File: src/rtl/m92_color_mixer_if.sv
// m92_color_mixer_if: pixel, CPU-register and palette-chip signals of the colour mixer.
//   master : drives CE_PIX, blanks, layer pixels and CPU writes; receives CA/CB/SELECT/CBLK.
//   slave  : the mixer side.
//   M92_MIXER_LAYER_DEBUG_EN adds DBG_MASK[2:0] ({A, B, sprite}, 1 = force transparent).
interface m92_color_mixer_if;
    logic       CE_PIX;
    logic       HBLANK;
    logic       VBLANK;
    logic [7:0] TA_COLOR;
    logic       TA_PRIO;
    logic [7:0] TB_COLOR;
    logic [7:0] SP_COLOR;
    logic       CPU_WR;
    logic       CPU_A;
    logic [7:0] CPU_DIN;
    logic [7:0] CA;
    logic [7:0] CB;
    logic       SELECT;
    logic       CBLK;
`ifdef M92_MIXER_LAYER_DEBUG_EN
    logic [2:0] DBG_MASK;
    modport master (
        output CE_PIX, HBLANK, VBLANK, TA_COLOR, TA_PRIO, TB_COLOR, SP_COLOR,
        output CPU_WR, CPU_A, CPU_DIN, DBG_MASK,
        input  CA, CB, SELECT, CBLK
    );
    modport slave (
        input  CE_PIX, HBLANK, VBLANK, TA_COLOR, TA_PRIO, TB_COLOR, SP_COLOR,
        input  CPU_WR, CPU_A, CPU_DIN, DBG_MASK,
        output CA, CB, SELECT, CBLK
    );
`else
    modport master (
        output CE_PIX, HBLANK, VBLANK, TA_COLOR, TA_PRIO, TB_COLOR, SP_COLOR,
        output CPU_WR, CPU_A, CPU_DIN,
        input  CA, CB, SELECT, CBLK
    );
    modport slave (
        input  CE_PIX, HBLANK, VBLANK, TA_COLOR, TA_PRIO, TB_COLOR, SP_COLOR,
        input  CPU_WR, CPU_A, CPU_DIN,
        output CA, CB, SELECT, CBLK
    );
`endif
endinterface

File: src/rtl/m92_color_mixer.sv
// m92_color_mixer: per-pixel tile/sprite priority mixer feeding the palette chip.
//   CLK_32M : system clock
//   RESET   : synchronous, active-high reset
//   bus     : m92_color_mixer_if.slave
//             in  : CE_PIX, HBLANK, VBLANK, TA_COLOR, TA_PRIO, TB_COLOR, SP_COLOR,
//                   CPU_WR, CPU_A (0 = backdrop, 1 = control), CPU_DIN
//             out : CA (tile side), CB (sprite side), SELECT (1 = CA), CBLK (blank)
//   PIPE_DEPTH : CE_PIX stages from input sample to output, 2..4
//   Optional macro M92_MIXER_LAYER_DEBUG_EN adds DBG_MASK[2:0] ({A, B, sprite}).
module m92_color_mixer #(
    parameter int PIPE_DEPTH = 2
) (
    input logic              CLK_32M,
    input logic              RESET,
    m92_color_mixer_if.slave bus
);
    // Stage word layout: {CA[7:0], CB[7:0], SELECT, CBLK}
    localparam logic [17:0] RESET_OUT = 18'h00001;
    localparam logic [17:0] BLANK_OUT = 18'h00003;

    if (PIPE_DEPTH < 2 || PIPE_DEPTH > 4) begin : g_bad_depth
        $error("m92_color_mixer: PIPE_DEPTH must be within 2..4");
    end

    logic [7:0] backdrop;
    logic [7:0] control;
    logic       reserved_unused;

    // Register writes ignore CE_PIX; stage 2 reads these registers, so a write
    // landing with a stage-2 update only affects the following pixel.
    always_ff @(posedge CLK_32M) begin
        if (RESET) begin
            backdrop <= 8'h00;
            control  <= 8'h07;
        end else if (bus.CPU_WR) begin
            if (bus.CPU_A)
                control <= bus.CPU_DIN;
            else
                backdrop <= bus.CPU_DIN;
        end
    end

    // control[7:4] is stored as written but has no function.
    assign reserved_unused = ^control[7:4];

    logic [7:0] s1_ta;
    logic [7:0] s1_tb;
    logic [7:0] s1_sp;
    logic       s1_prio;
    logic       s1_blank;
`ifdef M92_MIXER_LAYER_DEBUG_EN
    logic [2:0] s1_mask;
`endif

    always_ff @(posedge CLK_32M) begin
        if (RESET) begin
            s1_ta    <= 8'h00;
            s1_tb    <= 8'h00;
            s1_sp    <= 8'h00;
            s1_prio  <= 1'b0;
            s1_blank <= 1'b1;
`ifdef M92_MIXER_LAYER_DEBUG_EN
            s1_mask  <= 3'b000;
`endif
        end else if (bus.CE_PIX) begin
            s1_ta    <= bus.TA_COLOR;
            s1_tb    <= bus.TB_COLOR;
            s1_sp    <= bus.SP_COLOR;
            s1_prio  <= bus.TA_PRIO;
            s1_blank <= bus.HBLANK | bus.VBLANK;
`ifdef M92_MIXER_LAYER_DEBUG_EN
            s1_mask  <= bus.DBG_MASK;
`endif
        end
    end

    // Layer enables in control-register order: [0] A, [1] B, [2] sprite.
    logic [2:0] en;
`ifdef M92_MIXER_LAYER_DEBUG_EN
    assign en = control[2:0] & ~{s1_mask[0], s1_mask[1], s1_mask[2]};
`else
    assign en = control[2:0];
`endif

    logic        a_op;
    logic        b_op;
    logic        s_op;
    logic        a_hi;
    logic [7:0]  tile;
    logic [17:0] resolved;

    // CA always carries the best tile candidate, so when the sprite wins the
    // palette chip still sees what lies beneath it on the tile side.
    always_comb begin
        a_op     = en[0] && s1_ta[3:0] != 4'h0;
        b_op     = en[1] && s1_tb[3:0] != 4'h0;
        s_op     = en[2] && s1_sp[3:0] != 4'h0;
        a_hi     = a_op && s1_prio && !control[3];
        tile     = a_op ? s1_ta : b_op ? s1_tb : backdrop;
        resolved = s1_blank ? BLANK_OUT : {tile, s1_sp, a_hi || !s_op, 1'b0};
    end

    // st[2] is the resolved pixel; later entries are plain delay stages.
    // Reset leaves SELECT low but CBLK high; any carried blank re-forces the
    // blank word as it moves so all stages present the same blanked output.
    logic [17:0] st [2:PIPE_DEPTH];

    always_ff @(posedge CLK_32M) begin
        if (RESET) begin
            for (int i = 2; i <= PIPE_DEPTH; i++)
                st[i] <= RESET_OUT;
        end else if (bus.CE_PIX) begin
            st[2] <= resolved;
            for (int i = 3; i <= PIPE_DEPTH; i++)
                st[i] <= st[i-1][0] ? BLANK_OUT : st[i-1];
        end
    end

    assign bus.CA     = st[PIPE_DEPTH][17:10];
    assign bus.CB     = st[PIPE_DEPTH][9:2];
    assign bus.SELECT = st[PIPE_DEPTH][1];
    assign bus.CBLK   = st[PIPE_DEPTH][0];
endmodule

File: src/flat_wrapper.sv
// flat-port wrapper written by rule: the top's interface ports become plain ports
module m92_color_mixer_flat 
#(
    parameter int PIPE_DEPTH = 2
)
  (CLK_32M, RESET, bus_CE_PIX, bus_HBLANK, bus_VBLANK, bus_TA_COLOR, bus_TA_PRIO, bus_TB_COLOR, bus_SP_COLOR, bus_CPU_WR, bus_CPU_A, bus_CPU_DIN, bus_CA, bus_CB, bus_SELECT, bus_CBLK);
  m92_color_mixer_if bus_i ();
  input logic CLK_32M;
  input logic RESET;
  input wire logic [$bits(bus_i.CE_PIX)-1:0] bus_CE_PIX;
  input wire logic [$bits(bus_i.HBLANK)-1:0] bus_HBLANK;
  input wire logic [$bits(bus_i.VBLANK)-1:0] bus_VBLANK;
  input wire logic [$bits(bus_i.TA_COLOR)-1:0] bus_TA_COLOR;
  input wire logic [$bits(bus_i.TA_PRIO)-1:0] bus_TA_PRIO;
  input wire logic [$bits(bus_i.TB_COLOR)-1:0] bus_TB_COLOR;
  input wire logic [$bits(bus_i.SP_COLOR)-1:0] bus_SP_COLOR;
  input wire logic [$bits(bus_i.CPU_WR)-1:0] bus_CPU_WR;
  input wire logic [$bits(bus_i.CPU_A)-1:0] bus_CPU_A;
  input wire logic [$bits(bus_i.CPU_DIN)-1:0] bus_CPU_DIN;
  output wire logic [$bits(bus_i.CA)-1:0] bus_CA;
  output wire logic [$bits(bus_i.CB)-1:0] bus_CB;
  output wire logic [$bits(bus_i.SELECT)-1:0] bus_SELECT;
  output wire logic [$bits(bus_i.CBLK)-1:0] bus_CBLK;
  assign bus_i.CE_PIX = bus_CE_PIX;
  assign bus_i.HBLANK = bus_HBLANK;
  assign bus_i.VBLANK = bus_VBLANK;
  assign bus_i.TA_COLOR = bus_TA_COLOR;
  assign bus_i.TA_PRIO = bus_TA_PRIO;
  assign bus_i.TB_COLOR = bus_TB_COLOR;
  assign bus_i.SP_COLOR = bus_SP_COLOR;
  assign bus_i.CPU_WR = bus_CPU_WR;
  assign bus_i.CPU_A = bus_CPU_A;
  assign bus_i.CPU_DIN = bus_CPU_DIN;
  assign bus_CA = bus_i.CA;
  assign bus_CB = bus_i.CB;
  assign bus_SELECT = bus_i.SELECT;
  assign bus_CBLK = bus_i.CBLK;
  m92_color_mixer #(.PIPE_DEPTH(PIPE_DEPTH)) u_core (.CLK_32M(CLK_32M), .RESET(RESET), .bus(bus_i));
endmodule
File: config.mk
export PLATFORM = sky130hd
export DESIGN_NAME = m92_color_mixer_flat
export DESIGN_NICKNAME = d
export VERILOG_FILES = /design/src/rtl/m92_color_mixer_if.sv /design/src/rtl/m92_color_mixer.sv /design/src/flat_wrapper.sv
export SDC_FILE = /design/constraint.sdc
export NUM_CORES = 1
export LEC_CHECK = 0
export CELL_PAD_IN_SITES_DETAIL_PLACEMENT = 0
export CELL_PAD_IN_SITES_GLOBAL_PLACEMENT = 1
export CORE_MARGIN = 1
export CORE_UTILIZATION = 27
export CTS_BUF_LIST = sky130_fd_sc_hd__clkbuf_8
export DETAILED_ROUTE_END_ITERATION = 6
export PLACE_DENSITY = 0.7
export SYNTH_ARGS = -nofsm -noshare
export SYNTH_HDL_FRONTEND = slang
export SYNTH_SLANG_ARGS = --single-unit
File: constraint.sdc
create_clock -name CLK_32M -period 4.2 [get_ports CLK_32M]
set_input_delay 0.42 -clock CLK_32M [delete_from_list [all_inputs] [get_ports CLK_32M]]
set_output_delay 0.42 -clock CLK_32M [all_outputs]
set_load 0.02 [all_outputs]
## Yosys cells after proc, flatten, opt, wreduce, memory -nomap -nowiden

Memories as Yosys holds them, arrays and structs flattened.
Index checks and enable logic that the tools add are counted.

- Mux-type cells: 9
- Bitwise operators: 3
- Reduce and logical (&&, ||, !) cells: 13

Operator list:

| cell | count |
|---|---|
| 18-bit two-way mux | 2 |
| 8-bit two-way mux | 2 |
| 4-bit nonzero test | 3 |
| 1-bit logical AND | 5 |
| 1-bit two-way mux | 5 |
| 2-bit AND reduction | 2 |
| 1-bit zero test | 2 |
| 1-bit OR | 2 |
| 1-bit logical OR | 1 |
| 1-bit inverter | 1 |

- Register bits: 38
- RAM bits: 18
- Bits of input ports: 40
- Output and inout bits: 18
- Memories: 1

Memory list:

| name | words | width | read ports | clocked after memory_dff | wr ports | line | RTL |
|---|---|---|---|---|---|---|---|
| u_core.st | 1 | 18 | 1 | 0 | 1 | m92_color_mixer.sv:106 | `logic [17:0] st [2:PIPE_DEPTH];` |

## Logic depth before layout (Yosys ltp)

- Depth after elaboration: 7
- Gate-level depth with buffers: 4
- Gate-level depth less buffers: 3

## Least setup slack after synthesis

OpenSTA, ideal clock, no wires.

- Kind: input-to-reg
- From: input bus_CE_PIX
- To: memory u_core.st[2][0], enable pin
- Setup time: 0.340 ns
- Arrival time: 1.254 ns
- Data required time: 3.860 ns
- Setup slack: 2.606 ns
- Stages: 3
- Path buffers: 2
- Path through: buf_2 -> buf_2 -> or2_2

- Cells in the longest elaborated chain, start to end: 4

Ends and longest elaborated chain:

| element | line | RTL |
|---|---|---|
| start: declaration | flat_wrapper.sv:10 | `input wire logic [$bits(bus_i.CE_PIX)-1:0] bus_CE_PIX;` |
| 1-bit two-way mux | m92_color_mixer.sv:112 | `end else if (bus.CE_PIX) begin` |
| 1-bit two-way mux | m92_color_mixer.sv:109 | `if (RESET) begin` |
| 1-bit two-way mux (implied by the code) | m92_color_mixer.sv:113 | `st[2] <= resolved;` |
| 1-bit OR (no line) | - |  |
| end: declaration | m92_color_mixer.sv:106 |  |

No other way between the ends.

## Worst setup path after layout

- From: input RESET
- To: memory u_core.st[2][14] (data pin)

- Cells in the longest elaborated chain, start to end: 3

Ends and longest elaborated chain:

| element | line | RTL |
|---|---|---|
| start: declaration | flat_wrapper.sv:9 | `input logic RESET;` |
| 1-bit two-way mux | m92_color_mixer.sv:109 |  |
| 1-bit two-way mux (implied by the code) | m92_color_mixer.sv:113 |  |
| 18-bit two-way mux (no line) | - |  |

No other way between the ends.

==> results.json <==
{
  "status": "completed",
  "synth_top_flop_cell": "dfxtp_1",
  "fin_area_um2": 2980,
  "drv_cap": 0,
  "io_pins": 58,
  "async_reset_ff_frac": 0,
  "placed_area_um2": 2890,
  "relSlewSlack": 0.344,
  "setup_violations": 0,
  "vias": 1518,
  "coreArea_um2": 7850,
  "initial_core_util": 0.284,
  "r2r_start": "u_core.s1_ta[0]$_SDFFE_PP0P_",
  "timing.setup.tns_ns": 0,
  "area_growth_pct": 33.5,
  "critPathTopFamily": "simple AND/OR/NAND/NOR gates",
  "rr_worst_depth": 3,
  "critPathMaxStageDelay_ns": 0.71,
  "ys_top_cells_by_area": "dfxtp_1 (34%), edfxtp_1 (24%), mux2i_1 (17%)",
  "portBuffers": 57,
  "required_ns": 4.36,
  "die_h_um": 92.9,
  "die_area_um2": 8630,
  "synth_edf_count": 18,
  "grt_usage": 0.115,
  "crit_type": "in2reg",
  "place_ws_ns": 1.79,
  "power_density_nw_per_um2": 349,
  "critPathSlowestCell": "nor3b_2",
  "ys_seq_area_frac": 0.584,
  "crit_chain": "clkdlybuf4s50_1, buf_4, nor3b_2, o21ai_0, a21oi_2",
  "antenna_found_initial": 0,
  "vias_per_cell": 4.35,
  "power_leakage_nw": 1.16,
  "routed_wl_mm": 4.73,
  "dp.final_hpwl_mm": 3.32,
  "crit_path_start": "RESET",
  "hold_path.class": "reg2reg",
  "yosys_warnings": 0,
  "cts_max_level": 2,
  "synthesis.area_um2": 2230,
  "syn_area_per_cell_um2": 11.7,
  "drc": 0,
  "cts_tree": "built",
  "slew_viol_final": 0,
  "yosysUniqueCellTypes": 29,
  "fin_crit_sh": 0.487,
  "ys_seq_elements": 56,
  "critPathCaptureType": "register",
  "cts_hold_buf": 0,
  "detail_route.wl_per_cell_um": 13.6,
  "synth_top_area_frac": 0.341,
  "grt_max_degree": 42,
  "numCtsBuffers": 5,
  "cp-start-kind": "input port",
  "fin_ws_ns": 2.15,
  "drive_gt1_frac": 0.0810,
  "syn-num-nets": 231,
  "grt_overflow": 0,
  "reg2reg_slack_ns": 2.43,
  "first_pass_iters": 4,
  "grt_pass1_vias": 1465,
  "path_clk_slew_ns": 0.10,
  "cts_resized": 0,
  "timing.hold.ws_ns": 0.463,
  "post_cts_buffers": 0,
  "grt_pass1_wl_mm": 7.54,
  "antenna_left": 0,
  "root_buffer": "clkbuf_8",
  "worstReg2RegEnd": "u_core.st[2][1]$_SDFFCE_PN0P_",
  "first_iter_violations": 76,
  "path_buf_inv": 2,
  "period_minus_slack_ns": 2.05,
  "cp_max_fo": 41,
  "insertion_delay_ns": 0.30,
  "hold_violations": 0,
  "cts_max_path_buffers": 2,
  "cp.depth": 5,
  "synth.largest_area_cell": "dfxtp_1",
  "clkSinkCount": 56,
  "rsz0062_at_grt": "false",
  "nFillCells": 794,
  "worst_slew_pin_slew_ns": 0.982,
  "fin_worst_skew_ns": 0.00723,
  "antenna_cells": 0,
  "nets": 286,
  "final_core_util": 0.379,
  "fp-row-count": 32,
  "die_w_um": 92.9,
  "ir_worst_vdd_mv": 0.123,
  "synth_commonest_cells": "dfxtp_1 (38), mux2i_1 (37), nor2_1 (35)",
  "place.gp.congestion": 0.694,
  "yosysMostFrequentCell": "dfxtp_1",
  "postSynthCellCount": 191,
  "arrival_ns": 2.21,
  "max_freq_mhz": 489,
  "critical_path.endpoint": "u_core.st[2][14]$_SDFFCE_PP0P_"
}
worst min path at each step:
| stage | start | endpoint | slack, ns | cells after the start |
|---|---|---|---|---|
| 6_report | u_core.control[3]$_SDFFE_PP0P_ | u_core.control[3]$_SDFFE_PP0P_ | 0.46 | 2 |
| 5_1_grt | u_core.control[3]$_SDFFE_PP0P_ | u_core.control[3]$_SDFFE_PP0P_ | 0.49 | 2 |
| 4_1_cts | u_core.control[3]$_SDFFE_PP0P_ | u_core.control[3]$_SDFFE_PP0P_ | 0.47 | 2 |
| 3_5_place_dp | u_core.control[3]$_SDFFE_PP0P_ | u_core.control[3]$_SDFFE_PP0P_ | 0.45 | 2 |
| 3_3_place_gp | u_core.control[3]$_SDFFE_PP0P_ | u_core.control[3]$_SDFFE_PP0P_ | 0.45 | 2 |
| 2_1_floorplan | u_core.control[2]$_SDFFE_PP1P_ | u_core.control[2]$_SDFFE_PP1P_ | 0.43 | 1 |
state kept, by name, summed over array words and instances (netlist names):
register	flops
u_core.st	18
u_core.control	4
u_core.s1_sp	8
u_core.backdrop	8
u_core.s1_tb	8
u_core.s1_blank	1
u_core.s1_ta	8
u_core.s1_prio	1
cell usage in the layout, fill, tap and decap left out, types with 2 or more instances in the layout:
cell type / n
a211o_1: 3
a21oi_1: 7
a21oi_2: 4
a22oi_1: 3
and2_1: 8
and3_1: 3
buf_4: 2
clkbuf_8: 5
clkdlybuf4s50_1: 56
dfxtp_1: 38
edfxtp_1: 18
inv_1: 2
mux2i_1: 37
nand2_1: 2
nor2_1: 35
o21ai_0: 7
o41ai_4: 2
or2_2: 2
metrics by stage:
step / cells / power (mW)
6_report: 349 / 1.04
5_1_grt: 349 / 1.09
4_1_cts: 349 / 1.05
3_5_place_dp: 341 / 0.768
3_3_place_gp: 341 / 0.767
2_1_floorplan: 191 / 0.696
cell families (layout without fill, tap and decap cells):
family | count (synthesis) | after routing | synth area share
AOI/OAI and AO/OA | 28 | 28 | 0.102
DFF | 56 | 56 | 0.584
muxes | 37 | 37 | 0.166
and+or+nand+nor | 58 | 58 | 0.125
buffers and inverters | 12 | 68 | 0.0241
routing by layer:
| layer | GRT usage | share of wire |
|---|---|---|
| met1 | 0.153 | 0.48 |
| met5 | 0 | 0 |
| met4 | 0.0385 | 0.012 |
| met3 | 0.0320 | 0.054 |
| met2 | 0.180 | 0.45 |
cell type report:
class / count / area (um^2) / area share
sequential: 56 / 1300 / 0.437
multi-input combinational: 123 / 875 / 0.294
timing repair buffer: 59 / 581 / 0.195
tap: 102 / 128 / 0.0429
clock buffer: 5 / 68.8 / 0.0231
clock inverter: 3 / 20.0 / 0.00673
inverter: 1 / 3.75 / 0.00126
power by group:
part | internal [mW] | switching [mW] | total, mW
sequential | 0.586 | 0.0197 | 0.606
clock | 0.117 | 0.170 | 0.287
combinational | 0.0806 | 0.0669 | 0.147
total | 0.783 | 0.257 | 1.04
worst register-to-register path: stages (launching register included):
cell and delay, ns:
dfxtp_1 0.37, o41ai_4 0.86, or3b_2 0.24, a21oi_1 0.06
Note: power is estimated with default switching activity, not from simulation.
